[src/rtl/usb_audio_i2s_pkg.sv]
`default_nettype none
// ============================================================================
// Module  : usb_audio_i2s_pkg
// Brief   : Shared types and frame constants for the USB audio to I2S bridge.
// Revision: 1.0
// ============================================================================
package usb_audio_i2s_pkg;

    localparam int BITS_PER_FRAME = 64;
    localparam int DATA_BITS      = 16;

    typedef struct packed {
        logic [15:0] l;
        logic [15:0] r;
    } stereo_t;

    typedef enum logic [0:0] {
        PREFILL = 1'b0,
        RUN     = 1'b1
    } sched_state_t;

endpackage
`default_nettype wire

[src/rtl/audio_sample_fifo.sv]
`default_nettype none
// ============================================================================
// Module  : audio_sample_fifo
// Brief   : First-word-fall-through FIFO of stereo samples with level output.
// Revision: 1.0
// ============================================================================
module audio_sample_fifo
    import usb_audio_i2s_pkg::*;
#(
    parameter int FIFO_AW = 4
) (
    input  logic             clk,
    input  logic             rst,
    input  logic             i_wr_en,
    input  stereo_t          i_wr_data,
    input  logic             i_rd_en,
    output stereo_t          o_rd_data,
    output logic [FIFO_AW:0] o_level
);

    localparam int               c_DEPTH    = 2 ** FIFO_AW;
    localparam logic [FIFO_AW:0] c_LVL_FULL = (FIFO_AW + 1)'(c_DEPTH);

    stereo_t            r_mem [c_DEPTH];
    logic [FIFO_AW-1:0] r_wr_ptr;
    logic [FIFO_AW-1:0] r_rd_ptr;
    logic [FIFO_AW:0]   r_level;
    logic               w_push;
    logic               w_pop;

    // Full/empty are judged on the level before this cycle's update.
    assign w_push = i_wr_en && (r_level != c_LVL_FULL);
    assign w_pop  = i_rd_en && (r_level != '0);

    always_ff @(posedge clk or posedge rst) begin
        if (rst) begin
            r_wr_ptr <= '0;
            r_rd_ptr <= '0;
            r_level  <= '0;
        end else begin
            if (w_push) r_wr_ptr <= r_wr_ptr + 1'b1;
            if (w_pop)  r_rd_ptr <= r_rd_ptr + 1'b1;
            case ({w_push, w_pop})
                2'b10:   r_level <= r_level + 1'b1;
                2'b01:   r_level <= r_level - 1'b1;
                default: r_level <= r_level;
            endcase
        end
    end

    always_ff @(posedge clk) begin
        if (w_push) r_mem[r_wr_ptr] <= i_wr_data;
    end

    assign o_rd_data = r_mem[r_rd_ptr];
    assign o_level   = r_level;

endmodule
`default_nettype wire

[src/rtl/usb_audio_i2s_bridge.sv]
`default_nettype none
// ============================================================================
// Module  : usb_audio_i2s_bridge
// Brief   : Buffers USB speaker samples onto an NCO-paced I2S codec link and
//           returns deserialised ADC samples to the USB audio core.
// Revision: 1.0
// ============================================================================
module usb_audio_i2s_bridge #(
    parameter int          FIFO_AW   = 4,
    parameter logic [31:0] PHASE_INC = 32'd439804651,
    parameter int          PREFILL   = 8
) (
    input  logic             clk,
    input  logic             rst,
    input  logic             audio_en,
    input  logic [15:0]      audio_lo,
    input  logic [15:0]      audio_ro,
    output logic [15:0]      audio_li,
    output logic [15:0]      audio_ri,
    output logic             i2s_bclk,
    output logic             i2s_lrck,
    output logic             i2s_dout,
    input  logic             i2s_din,
    output logic [FIFO_AW:0] fifo_level,
    output logic             ovf,
    output logic             udf,
    input  logic             clr_flags
);
    import usb_audio_i2s_pkg::*;

    localparam int               c_DEPTH     = 2 ** FIFO_AW;
    localparam logic [FIFO_AW:0] c_LVL_FULL  = (FIFO_AW + 1)'(c_DEPTH);
    localparam logic [FIFO_AW:0] c_LVL_START = (FIFO_AW + 1)'(PREFILL);
    localparam logic [4:0]       c_LAST_SLOT = 5'(DATA_BITS);
    localparam logic [5:0]       c_LAST_BIT  = 6'(BITS_PER_FRAME - 1);

    logic [31:0]      r_acc;
    logic             r_bclk;
    logic             r_lrck;
    logic             r_dout;
    logic [5:0]       r_bitcnt;
    sched_state_t     r_state;
    stereo_t          r_tx;
    stereo_t          r_rx;
    logic [15:0]      r_audio_li;
    logic [15:0]      r_audio_ri;
    logic [1:0]       r_din_sync;
    logic             r_ovf;
    logic             r_udf;

    logic [31:0]      w_acc_sum;
    logic             w_carry;
    logic             w_fall;
    logic             w_rise;
    logic             w_frame_start;
    logic [5:0]       w_bc_nxt;
    logic [4:0]       w_slot_nxt;
    logic             w_tx_act;
    logic             w_rx_act;
    logic [3:0]       w_tx_idx;
    logic [15:0]      w_tx_word;
    logic             w_tx_bit;
    logic [FIFO_AW:0] w_level;
    logic             w_empty;
    logic             w_pop;
    logic             w_ovf_set;
    logic             w_udf_set;
    stereo_t          w_head;

    assign {w_carry, w_acc_sum} = {1'b0, r_acc} + {1'b0, PHASE_INC};
    assign w_fall        = w_carry && r_bclk;
    assign w_rise        = w_carry && !r_bclk;
    assign w_frame_start = w_fall && (r_bitcnt == c_LAST_BIT);

    // Transmit bits are selected for the slot being entered on this fall.
    assign w_bc_nxt   = r_bitcnt + 6'd1;
    assign w_slot_nxt = w_bc_nxt[4:0];
    assign w_tx_act   = (w_slot_nxt != 5'd0) && (w_slot_nxt <= c_LAST_SLOT);
    assign w_tx_idx   = 4'(c_LAST_SLOT - w_slot_nxt);
    assign w_tx_word  = w_bc_nxt[5] ? r_tx.r : r_tx.l;
    assign w_tx_bit   = w_tx_act && w_tx_word[w_tx_idx];

    assign w_rx_act   = (r_bitcnt[4:0] != 5'd0) && (r_bitcnt[4:0] <= c_LAST_SLOT);

    assign w_empty    = (w_level == '0);
    assign w_pop      = w_frame_start &&
                        ((r_state == usb_audio_i2s_pkg::RUN) ? !w_empty : (w_level >= c_LVL_START));
    assign w_ovf_set  = audio_en && (w_level == c_LVL_FULL);
    assign w_udf_set  = w_frame_start && (r_state == usb_audio_i2s_pkg::RUN) && w_empty;

    audio_sample_fifo #(
        .FIFO_AW   (FIFO_AW)
    ) u_fifo (
        .clk       (clk),
        .rst       (rst),
        .i_wr_en   (audio_en),
        .i_wr_data ({audio_lo, audio_ro}),
        .i_rd_en   (w_pop),
        .o_rd_data (w_head),
        .o_level   (w_level)
    );

    always_ff @(posedge clk or posedge rst) begin
        if (rst) begin
            r_acc    <= '0;
            r_bclk   <= 1'b0;
            r_lrck   <= 1'b0;
            r_dout   <= 1'b0;
            r_bitcnt <= c_LAST_BIT;
            r_state  <= usb_audio_i2s_pkg::PREFILL;
            r_tx     <= '0;
        end else begin
            r_acc <= w_acc_sum;
            if (w_carry) r_bclk <= ~r_bclk;
            if (w_fall) begin
                r_bitcnt <= w_bc_nxt;
                r_lrck   <= w_bc_nxt[5];
                r_dout   <= w_tx_bit;
            end
            if (w_frame_start) begin
                if (w_pop) begin
                    r_tx    <= w_head;
                    r_state <= usb_audio_i2s_pkg::RUN;
                end else begin
                    // Starved or still filling: send silence and wait for a full prefill.
                    r_tx    <= '0;
                    r_state <= usb_audio_i2s_pkg::PREFILL;
                end
            end
        end
    end

    always_ff @(posedge clk or posedge rst) begin
        if (rst) begin
            r_din_sync <= '0;
            r_rx       <= '0;
            r_audio_li <= '0;
            r_audio_ri <= '0;
            r_ovf      <= 1'b0;
            r_udf      <= 1'b0;
        end else begin
            r_din_sync <= {r_din_sync[0], i2s_din};
            if (w_rise && w_rx_act) begin
                if (r_bitcnt[5]) r_rx.r <= {r_rx.r[14:0], r_din_sync[1]};
                else             r_rx.l <= {r_rx.l[14:0], r_din_sync[1]};
            end
            if (w_frame_start) begin
                r_audio_li <= r_rx.l;
                r_audio_ri <= r_rx.r;
            end
            r_ovf <= w_ovf_set || (r_ovf && !clr_flags);
            r_udf <= w_udf_set || (r_udf && !clr_flags);
        end
    end

    assign audio_li   = r_audio_li;
    assign audio_ri   = r_audio_ri;
    assign i2s_bclk   = r_bclk;
    assign i2s_lrck   = r_lrck;
    assign i2s_dout   = r_dout;
    assign fifo_level = w_level;
    assign ovf        = r_ovf;
    assign udf        = r_udf;

endmodule
`default_nettype wire

[config.mk]
export PLATFORM = sky130hd
export DESIGN_NAME = usb_audio_i2s_bridge
export DESIGN_NICKNAME = d
export VERILOG_FILES = /design/src/rtl/usb_audio_i2s_pkg.sv /design/src/rtl/audio_sample_fifo.sv /design/src/rtl/usb_audio_i2s_bridge.sv
export SDC_FILE = /design/constraint.sdc
export NUM_CORES = 1
export LEC_CHECK = 0
export ABC_CLOCK_PERIOD_IN_PS = 11000
export BUFFER_PORTS_ARGS = -buffer_cell sky130_fd_sc_hd__buf_2
export CAP_MARGIN = 20
export CORE_AREA = 4 4 216 218
export CTS_CLUSTER_SIZE = 20
export DETAILED_ROUTE_END_ITERATION = 8
export DIE_AREA = 0 0 220 222
export MAX_ROUTING_LAYER = met4
export PLACE_DENSITY = 0.77
export REMOVE_ABC_BUFFERS = 1
export SYNTH_ARGS = -nofsm -noshare
export SYNTH_HDL_FRONTEND = slang
export SYNTH_SLANG_ARGS = --single-unit
[constraint.sdc]
create_clock -name clk -period 11 [get_ports clk]
set_clock_uncertainty 0.2 [all_clocks]
set_input_delay 0 -clock clk [delete_from_list [all_inputs] [get_ports clk]]
set_output_delay 0 -clock clk [all_outputs]
set_load 0.03 [all_outputs]
Word-level counts from Yosys, hierarchy flattened. Memories as Yosys holds them, arrays and structs flattened. Cells that the tools add are included.

Flip-flop bits (word level): 155. Output and inout port bits: 42. Memory bits (writable): 512. Memories: 1.

Eq/ne operators: 5. Bitwise logic cells: 2. $add $sub $neg: 7. $lt $le $gt $ge: 4. Mux-type cells: 9. Reduce and logical (&&, ||, !) cells: 27.

Memory list: u_fifo.r_mem (words 16, width 32, rd ports 1, clocked after memory_dff 0, write ports 1, line audio_sample_fifo.sv:24) `stereo_t r_mem [c_DEPTH];`.

Operators by type and width (count): $add 32x29->33 const B (1); $mux 32 (1); $mux 16 (1); $logic_and 1x1->1 (15); $reduce_bool 5->1 (3); $le 5x5->1 const B (2); $pmux 5 s2 (1); $add 4x1->4 const B (2); $add 6x1->6 const B (1); $eq 6x6->1 const B (1); $add 5x1->5 const B (1); $eq 5x5->1 const B (1); $ge 5x4->1 const B (1); $logic_not 5->1 (1); $lt 4x5->1 const B (1); $mux 1 (5); $ne 5x5->1 const B (1); $sub 5x1->5 const B (1); $bmux 1 s4 (1); $reduce_and 2->1 (2); $sub 1x4->4 const A (1); $logic_not 1->1 (3); $eq 2x1->1 const B (1); $eq 2x2->1 const B (1); 3 further kinds (5).

Longest topological paths before layout. Gate-level depths: netlist of the first run.

Depth in word-level cells: 7. Depth in mapped cells: 15.

Modules after synthesis. From an unflattened synthesis of the first run, not the netlist that was laid out.

Cells, all modules: 1574. Area total of the unflattened synthesis: 27005.9 µm².

Modules (own cells, without submodules): audio_sample_fifo (sequential area each 15700.1 µm², cells an instance 1010, area each 20403.3 µm², times used 1); usb_audio_i2s_bridge (sequential area each 3560.9 µm², cells an instance 564, area each 6602.6 µm², times used 1).

Worst setup path after synthesis of the first run. Ideal clock, no wire load.

Kind: reg2reg. Start point: register u_fifo.r_level[1] (netlist: u_fifo.o_level[1]). End point: memory u_fifo.r_mem[3][0] (netlist name), enable pin. Arrival time: 3729 ps. Path slack: 6611 ps. Cell stages (with the launch flop): 6. Required time: 10339 ps. Path buffers: 0. Library setup time: 461 ps. Cells stage by stage: dfrtp_1 or3_1 nor2_1 a21boi_1 nand2_1 nor3_1.

Cells in the longest elaborated chain, start to end: 4.

Ends and longest elaborated chain: start, declared (line audio_sample_fifo.sv:27) `logic [FIFO_AW:0] r_level;`; start signal, assigned (line audio_sample_fifo.sv:44) `2'b10: r_level <= r_level + 1'b1;`; start signal, assigned (line audio_sample_fifo.sv:45) `2'b01: r_level <= r_level - 1'b1;`; start signal, assigned (line audio_sample_fifo.sv:46) `default: r_level <= r_level;`; $ne 5x5->1 (line audio_sample_fifo.sv:32) `assign w_push = i_wr_en && (r_level != c_LVL_FULL);`; $logic_and 1x1->1 (line audio_sample_fifo.sv:32); $mux 1 (line audio_sample_fifo.sv:52) `if (w_push) r_mem[r_wr_ptr] <= i_wr_data;`; $mux 1 (not written as such) (line audio_sample_fifo.sv:52); end, declared (line audio_sample_fifo.sv:24).

No other way between the ends.

Worst setup path after layout of the first run.
Start point: register r_bitcnt[5]. End point: register u_fifo.r_level[4] (netlist: u_fifo.o_level[4]).

Cells in the longest elaborated chain, start to end: 6. Elaborated cells on any way between the ends: 8. Those cells by class: 3 x eq/ne; 1 x mux; 4 x reduce/logical.

Ends and longest elaborated chain: start, declared (line usb_audio_i2s_bridge.sv:41) `logic [5:0] r_bitcnt;`; start signal, assigned (line usb_audio_i2s_bridge.sv:109) `r_bitcnt <= c_LAST_BIT;`; start signal, assigned (line usb_audio_i2s_bridge.sv:116) `r_bitcnt <= w_bc_nxt;`; $eq 6x6->1 (*) (line usb_audio_i2s_bridge.sv:73) `assign w_frame_start = w_fall && (r_bitcnt == c_LAST_BIT);`; $logic_and 1x1->1 (*) (line usb_audio_i2s_bridge.sv:73); $logic_and 1x1->1 (*) (line usb_audio_i2s_bridge.sv:86) `assign w_pop = w_frame_start &&`; $logic_and 1x1->1 (*) (line audio_sample_fifo.sv:33) `assign w_pop = i_rd_en && (r_level != '0);`; named net u_fifo.w_pop (line audio_sample_fifo.sv:29) `logic w_pop;`; $eq 2x1->1 or $eq 2x2->1 (tied branches) (line audio_sample_fifo.sv:43) `case ({w_push, w_pop})`; $pmux 5 s2 or $reduce_bool 2->1 (tied branches).

The timed path passes the listed nets; every way through them passes the cells marked *. A chain may end at the register's enable or synchronous reset.

==> results_dict.tcl, run 1 <==
set metrics [dict create \
    cp.arrival_ns 4.44 \
    via_count 13224 \
    outcome "finished, final reports clean" \
    critPathSlowestCell "dfstp_2" \
    drc 0 \
    power_per_cell_area_nw_per_um2 187 \
    avgSynthCellArea_sq_um 19.9 \
    critPathLaunchType "register" \
    wire_per_inst_microns 25.6 \
    met2WireLength_microns 27700 \
    clock.fmax_ghz 0.239 \
    drt_iter0_drc 1444 \
    reg2reg_to "u_fifo.o_level[4]$_DFFE_PP0P_" \
    setup.worst_path.start "r_bitcnt[5]$_DFFE_PP1P_" \
    multi_input_area_sq_um 7070 \
    ys_seq_elements 667 \
    ys_top_cells_by_count "edfxtp_1, mux4_2, dfrtp_1" \
    grt.total_usage_pct 23.8 \
    port-buffer-count 78 \
    synth_area_leaders "edfxtp_1, dfrtp_1, mux4_2" \
    r2r_cells 12 \
    grt_pass1_wl_microns 84300 \
    critical-path-max-stage-delay_ns 0.95 \
    setup_viol_count_final 0 \
    dieWidth_microns 220 \
    rows 78 \
    crit_type "reg -> reg" \
    htreeDepth 3 \
    syn_area_sq_um 26600 \
    wl_met1_microns 21900 \
    ios 79 \
    p_leak_nw 10.7 \
    slew_headroom_pct 30.9 \
    num-nets-final 1539 \
    top_layer "met4" \
    async_reset_ff_share_pct 23.2 \
    postCtsSetupBuffers 0 \
    clockBufferDepth 3 \
    hold_violations 0 \
    final_max_slew_viol_count 0 \
    peakVddDrop_uv 170 \
    r2r-start "r_bitcnt[5]$_DFFE_PP1P_" \
    synthFlopType "edfxtp_1" \
    overflow 0 \
    routabilityCongestion 0.897 \
    path_max_fanout 32 \
    drive_gt1_share_pct 29.7 \
    numCtsBuffers 67 \
    cap_violations 0 \
    seqCellArea_sq_um 19300 \
    post-route-min-period_ns 4.18 \
    cp_data_required_time_ns 11.27 \
    worstMarginPinSlew_ns 1.04 \
    cp-endpoint "u_fifo.o_level[4]$_DFFE_PP0P_" \
    setup_tns_ns 0 \
    clockRootBuffer "clkbuf_16" \
    wl_met3_microns 3580 \
    end_kind "register" \
    synth_edf_count 512 \
    fin_util_pct 67.5 \
    drtPass1Iterations 5 \
    via_per_inst 6.17 \
    hpwl_microns 28800 \
    ant_nets 0 \
    grt_max_degree 86 \
    crit_path_frequent_cell "ha_1" \
    synthCells 1337 \
    first_global_vias 13545 \
    die_area_sq_um 48800 \
    cp_cell_sequence "clkinv_1, or4_1, a211oi_1, buf_4, ha_1, xor2_1, ha_1, nand3_1, o21ai_0, a222oi_1, nor2_1, xnor2_1" \
    cts.clk_slew.worst_paths_ns 0.06 \
    rsz0062_at_grt "false" \
    wirelength_microns 54800 \
    synth_top_area_cell "edfxtp_1" \
    syn2layout_area_growth_pct 14.0 \
    synth_cell_types 61 \
    antenna_cells 0 \
    die_h_microns 222 \
    worstHoldPathType "in -> reg" \
    core_sq_um 44900 \
    cts_tree "built" \
    ys_seq_area_share_pct 72.5 \
    synthMostInstantiatedCell "edfxtp_1" \
    yosysWarnings 0 \
    regToRegSetupSlack_ns 6.82 \
    finalCritPeriodShare_pct 38.0 \
    grt_antenna_before_repair 0 \
    netlist.area_leader.share_pct 57.9 \
    insertion_delay_ns 0.59 \
    start_util_pct 59.2 \
    fill_cells 2865 \
    clock-sinks 667 \
]
[layout make-up]
class                           instances  area share (%)
Sequential cell                       667            63.6
Multi-Input combinational cell        590            23.3
Clock buffer                           87            6.06
Timing Repair Buffer                  146            3.30
Tap cell                              600            2.48
Clock inverter                         36           0.930
Inverter                               19           0.252
[worst min path at each step]
stage	slack, ns	start	to	cells past startpoint
global route	0.14	audio_lo[5]	u_fifo.r_mem[10][21]$_DFFE_PP_	2
global placement	-0.07	i2s_din	r_din_sync[0]$_DFF_PP0_	1
detailed placement	-0.06	i2s_din	r_din_sync[0]$_DFF_PP0_	1
CTS	0.09	audio_ro[13]	u_fifo.r_mem[8][13]$_DFFE_PP_	2
finish	0.12	audio_lo[5]	u_fifo.r_mem[11][21]$_DFFE_PP_	2
floorplan	-0.17	i2s_din	r_din_sync[0]$_DFF_PP0_	0
[sequential cells by signal (all words and copies together) (netlist names), 4 cells and up]
name	count
audio_li	16
audio_ri	16
r_tx	32
u_fifo.r_wr_ptr	4
u_fifo.r_mem	512
r_acc	32
u_fifo.r_rd_ptr	4
r_rx	32
r_bitcnt	6
u_fifo.o_level	5
[cell families (layout without fill, tap and decap cells)]
kind of cell	Yosys count	after routing	synth area share [%]
fa+ha+maj	11	11	0.518
simple gates	168	168	3.24
mux	270	270	18.2
buf+inv	80	288	1.35
compound gates	91	91	2.53
xor+xnor	50	50	1.65
flops	667	667	72.5
[layout by cell type, fill, tap and decap left out, types with 21 or more instances in the layout]
master	n
edfxtp_1	512
mux4_2	161
dfrtp_1	146
buf_2	78
clkbuf_16	70
mux2_2	60
mux2_1	40
dlygate4sd3_1	40
nor2b_1	39
nand2_1	32
xnor2_1	29
buf_4	28
nor2_1	24
o21ai_0	23
xor2_1	21
[power by group]
group	internal [mW]	total (mW)	switching, mW
logic	0.142	0.473	0.331
clock network	1.26	2.19	0.936
registers	2.93	3.00	0.0715
[stage by stage]
step | setup slack, ns | area, sq um | instances | power [mW] | hold WS [ns]
final | 6.82 | 30300 | 2145 | 5.67 | 0.115
after global routing | 6.52 | 30300 | 2145 | 5.87 | 0.143
after CTS | 6.74 | 30300 | 2145 | 5.72 | 0.0935
after detailed placement | 6.80 | 27800 | 1982 | 3.52 | -0.0637
after global placement | 6.87 | 27800 | 1982 | 3.49 | -0.0677
after floorplan | 4.07 | 26300 | 1276 | 3.28 | -0.169
[worst max-delay path, delay by kind of cell (launching register included)]
kind / cells / cell delay, ns
flops: 1 / 0.95
simple gates: 3 / 0.85
buf+inv: 2 / 0.69
compound gates: 3 / 0.67
fa+ha+maj: 2 / 0.46
xor+xnor: 2 / 0.23
[per-layer routing]
| metal | vias to the layer above | global-route usage, % |
|---|---|---|
| met1 | 6983 | 33.1 |
| li1 | 5677 | - |
| met5 | - | - |
| met2 | 467 | 37.3 |
| met4 | 0 | 7.19 |
| met3 | 97 | 3.93 |
[timing repair]
| item | in CTS | in global routing |
|---|---|---|
| hold buffers | 40 | 0 |
| gates resized for setup | 0 | 0 |
| hold endpoints to repair | 602 | 0 |
(Power assumes the default switching activity.)
==> inputs of run 2 (changes only) <==
--- a/config.mk
+++ b/config.mk
@@ -5,15 +5,15 @@
 export SDC_FILE = /design/constraint.sdc
 export NUM_CORES = 1
 export LEC_CHECK = 0
-export ABC_CLOCK_PERIOD_IN_PS = 11000
+export ABC_CLOCK_PERIOD_IN_PS = 3400
 export BUFFER_PORTS_ARGS = -buffer_cell sky130_fd_sc_hd__buf_2
 export CAP_MARGIN = 20
-export CORE_AREA = 4 4 216 218
+export CORE_AREA = 4 4 223 225
 export CTS_CLUSTER_SIZE = 20
 export DETAILED_ROUTE_END_ITERATION = 8
-export DIE_AREA = 0 0 220 222
+export DIE_AREA = 0 0 227 229
 export MAX_ROUTING_LAYER = met4
-export PLACE_DENSITY = 0.77
+export PLACE_DENSITY = 0.75
 export REMOVE_ABC_BUFFERS = 1
 export SYNTH_ARGS = -nofsm -noshare
 export SYNTH_HDL_FRONTEND = slang
==> constraint.sdc (replaced) <==
create_clock -name clk -period 3.4 [get_ports clk]
set_clock_uncertainty 0.2 [all_clocks]
set_input_delay 0 -clock clk [delete_from_list [all_inputs] [get_ports clk]]
set_output_delay 0 -clock clk [all_outputs]
set_load 0.03 [all_outputs]
==> results_dict.tcl, run 2 (synthesized netlist as in run 1, its figures left out) <==
set metrics [dict create \
    outcome "finished, final reports clean" \
    wire_per_inst_microns 26.0 \
    numCtsBuffers 70 \
    wirelength_microns 57300 \
    die_h_microns 229 \
    clock.fmax_ghz 0.311 \
    p_leak_nw 10.9 \
    r2r_cells 11 \
    end_kind "register" \
    critical-path-max-stage-delay_ns 0.61 \
    hpwl_microns 30800 \
    num-nets-final 1576 \
    die_area_sq_um 52000 \
    regMostFlops "u_fifo.r_mem" \
    cp-endpoint "u_fifo.o_level[4]$_DFFE_PP0P_" \
    peakVddDrop_uv 516 \
    largest_reg_flops 512 \
    final_common_cell "edfxtp_1" \
    ios 79 \
    core_sq_um 47500 \
    drc 0 \
    post-route-min-period_ns 3.21 \
    critPathSlowestCell "or4_1" \
    path_max_fanout 4 \
    setup_viol_count_final 0 \
    cp_data_required_time_ns 3.69 \
    rsz0062_at_grt "false" \
    via_per_inst 6.13 \
    worstMarginPinSlew_ns 0.759 \
    overflow 0 \
    cp_cell_sequence "ha_1, nand2_1, or4_1, a211oi_4, ha_2, xor2_1, ha_2, nor2_1, a222oi_1, nor2_1, xnor2_1" \
    first_global_vias 13857 \
    drive_gt1_share_pct 31.7 \
    multi_input_area_sq_um 7110 \
    crit_type "reg -> reg" \
    finalCritPeriodShare_pct 94.5 \
    grt_max_degree 80 \
    critPathLaunchType "register" \
    insertion_delay_ns 0.62 \
    r2r-start "r_bitcnt[1]$_DFFE_PP1P_" \
    syn2layout_area_growth_pct 16.5 \
    routabilityCongestion 0.852 \
    reg2reg_to "u_fifo.o_level[4]$_DFFE_PP0P_" \
    fill_cells 3061 \
    worstHoldPathType "in -> reg" \
    rows 80 \
    drtPass1Iterations 5 \
    cp.arrival_ns 3.51 \
    clockBufferDepth 3 \
    fin_util_pct 65.1 \
    final_max_slew_viol_count 0 \
    clock-sinks 667 \
    cts.clk_slew.worst_paths_ns 0.07 \
    power_per_cell_area_nw_per_um2 607 \
    start_util_pct 55.9 \
    grt_antenna_before_repair 0 \
    cap_violations 0 \
    htreeDepth 3 \
    drt_iter0_drc 1490 \
    grt.total_usage_pct 23.2 \
    power.total_mw 18.8 \
    antenna_cells 0 \
    cts_tree "built" \
    dieWidth_microns 227 \
    setup.worst_path.start "r_bitcnt[1]$_DFFE_PP1P_" \
    regToRegSetupSlack_ns 0.19 \
    hold_violations 0 \
    seqCellArea_sq_um 19300 \
    clockRootBuffer "clkbuf_16" \
    slew_headroom_pct 49.3 \
    grt_pass1_wl_microns 87300 \
    port-buffer-count 78 \
    via_count 13476 \
    ant_nets 0 \
    mostFrequentLayoutCells "edfxtp_1, mux4_2, dfrtp_1" \
]
-- run 2: cell count changes in the layout (fill, tap and decap cells not counted), moves of 3 or more --
cell	before	now
bufinv_16	3	6
clkinv_2	16	11
clkinv_1	10	15
clkinvlp_4	0	6
ha_2	0	3
buf_4	28	46
inv_6	6	1
ha_1	11	8
buf_12	0	16
-- run 2: repair_timing --
| item | CTS | global route |
|---|---|---|
| pin swaps | 0 | 8 |
| buffers inserted | 0 | 2 |
| hold buffers | 40 | 0 |
| gates resized for setup | 1 | 9 |
| setup endpoints to repair | 2 | 86 |
| endpoints found under the hold margin | 673 | 0 |
-- run 2: cell type report --
| type | count | share of cell area, % |
|---|---|---|
| inverters | 19 | 0.247 |
| flip-flops and latches | 667 | 62.3 |
| repair buffers | 180 | 4.71 |
| clock buffers | 85 | 5.91 |
| well taps | 615 | 2.49 |
| multi-input cells | 590 | 23.0 |
| clock inverters | 43 | 1.42 |
-- run 2: report_power, final --
group	internal (mW)	leakage, nW	switching [mW]
combinational	0.534	3.19	1.10
sequential	9.47	6.66	0.229
clock	4.34	1.09	3.12
-- run 2: per-layer routing --
metal | vias up | part of all wire, % | GRT usage (%)
li1 | 5770 | - | -
met1 | 7063 | 40 | 31.8
met2 | 541 | 51 | 37.3
met3 | 102 | 6.7 | 3.94
met4 | 0 | 2.0 | 5.39
met5 | - | 0 | -
-- run 2: worst min path at each step --
stage | start | endpoint | cells past startpoint
after floorplan | i2s_din | r_din_sync[0]$_DFF_PP0_ | 0
after CTS | audio_lo[5] | u_fifo.r_mem[4][21]$_DFFE_PP_ | 2
after detailed placement | i2s_din | r_din_sync[0]$_DFF_PP0_ | 1
after global placement | i2s_din | r_din_sync[0]$_DFF_PP0_ | 1
after global routing | audio_lo[5] | u_fifo.r_mem[5][21]$_DFFE_PP_ | 2
final | audio_ro[7] | u_fifo.r_mem[7][7]$_DFFE_PP_ | 2
-- run 2: critical path, delay by kind of cell, from the launching register on --
family	cells	cell delay, ns
adder cells (fa/ha/maj)	3	0.61
AO/OA/AOI/OAI	2	0.59
AND/OR/NAND/NOR	4	0.90
flip-flops	1	0.54
XOR/XNOR	2	0.28
-- run 2: through the flow --
| step | hold WS (ns) | instance area (sq um) | TNS, ns | instances | worst slack, ns |
|---|---|---|---|---|---|
| global route | 0.0997 | 31000 | 0 | 2199 | 0.00383 |
| finish | 0.100 | 31000 | 0 | 2199 | 0.186 |
| detailed placement | -0.0873 | 28200 | -0.0538 | 2029 | -0.0291 |
| CTS | 0.0776 | 30900 | 0 | 2197 | 0.0639 |
| global placement | -0.0887 | 28200 | 0 | 2029 | 0.0324 |
| floorplan | -0.169 | 26300 | -467.19 | 1276 | -3.53 |
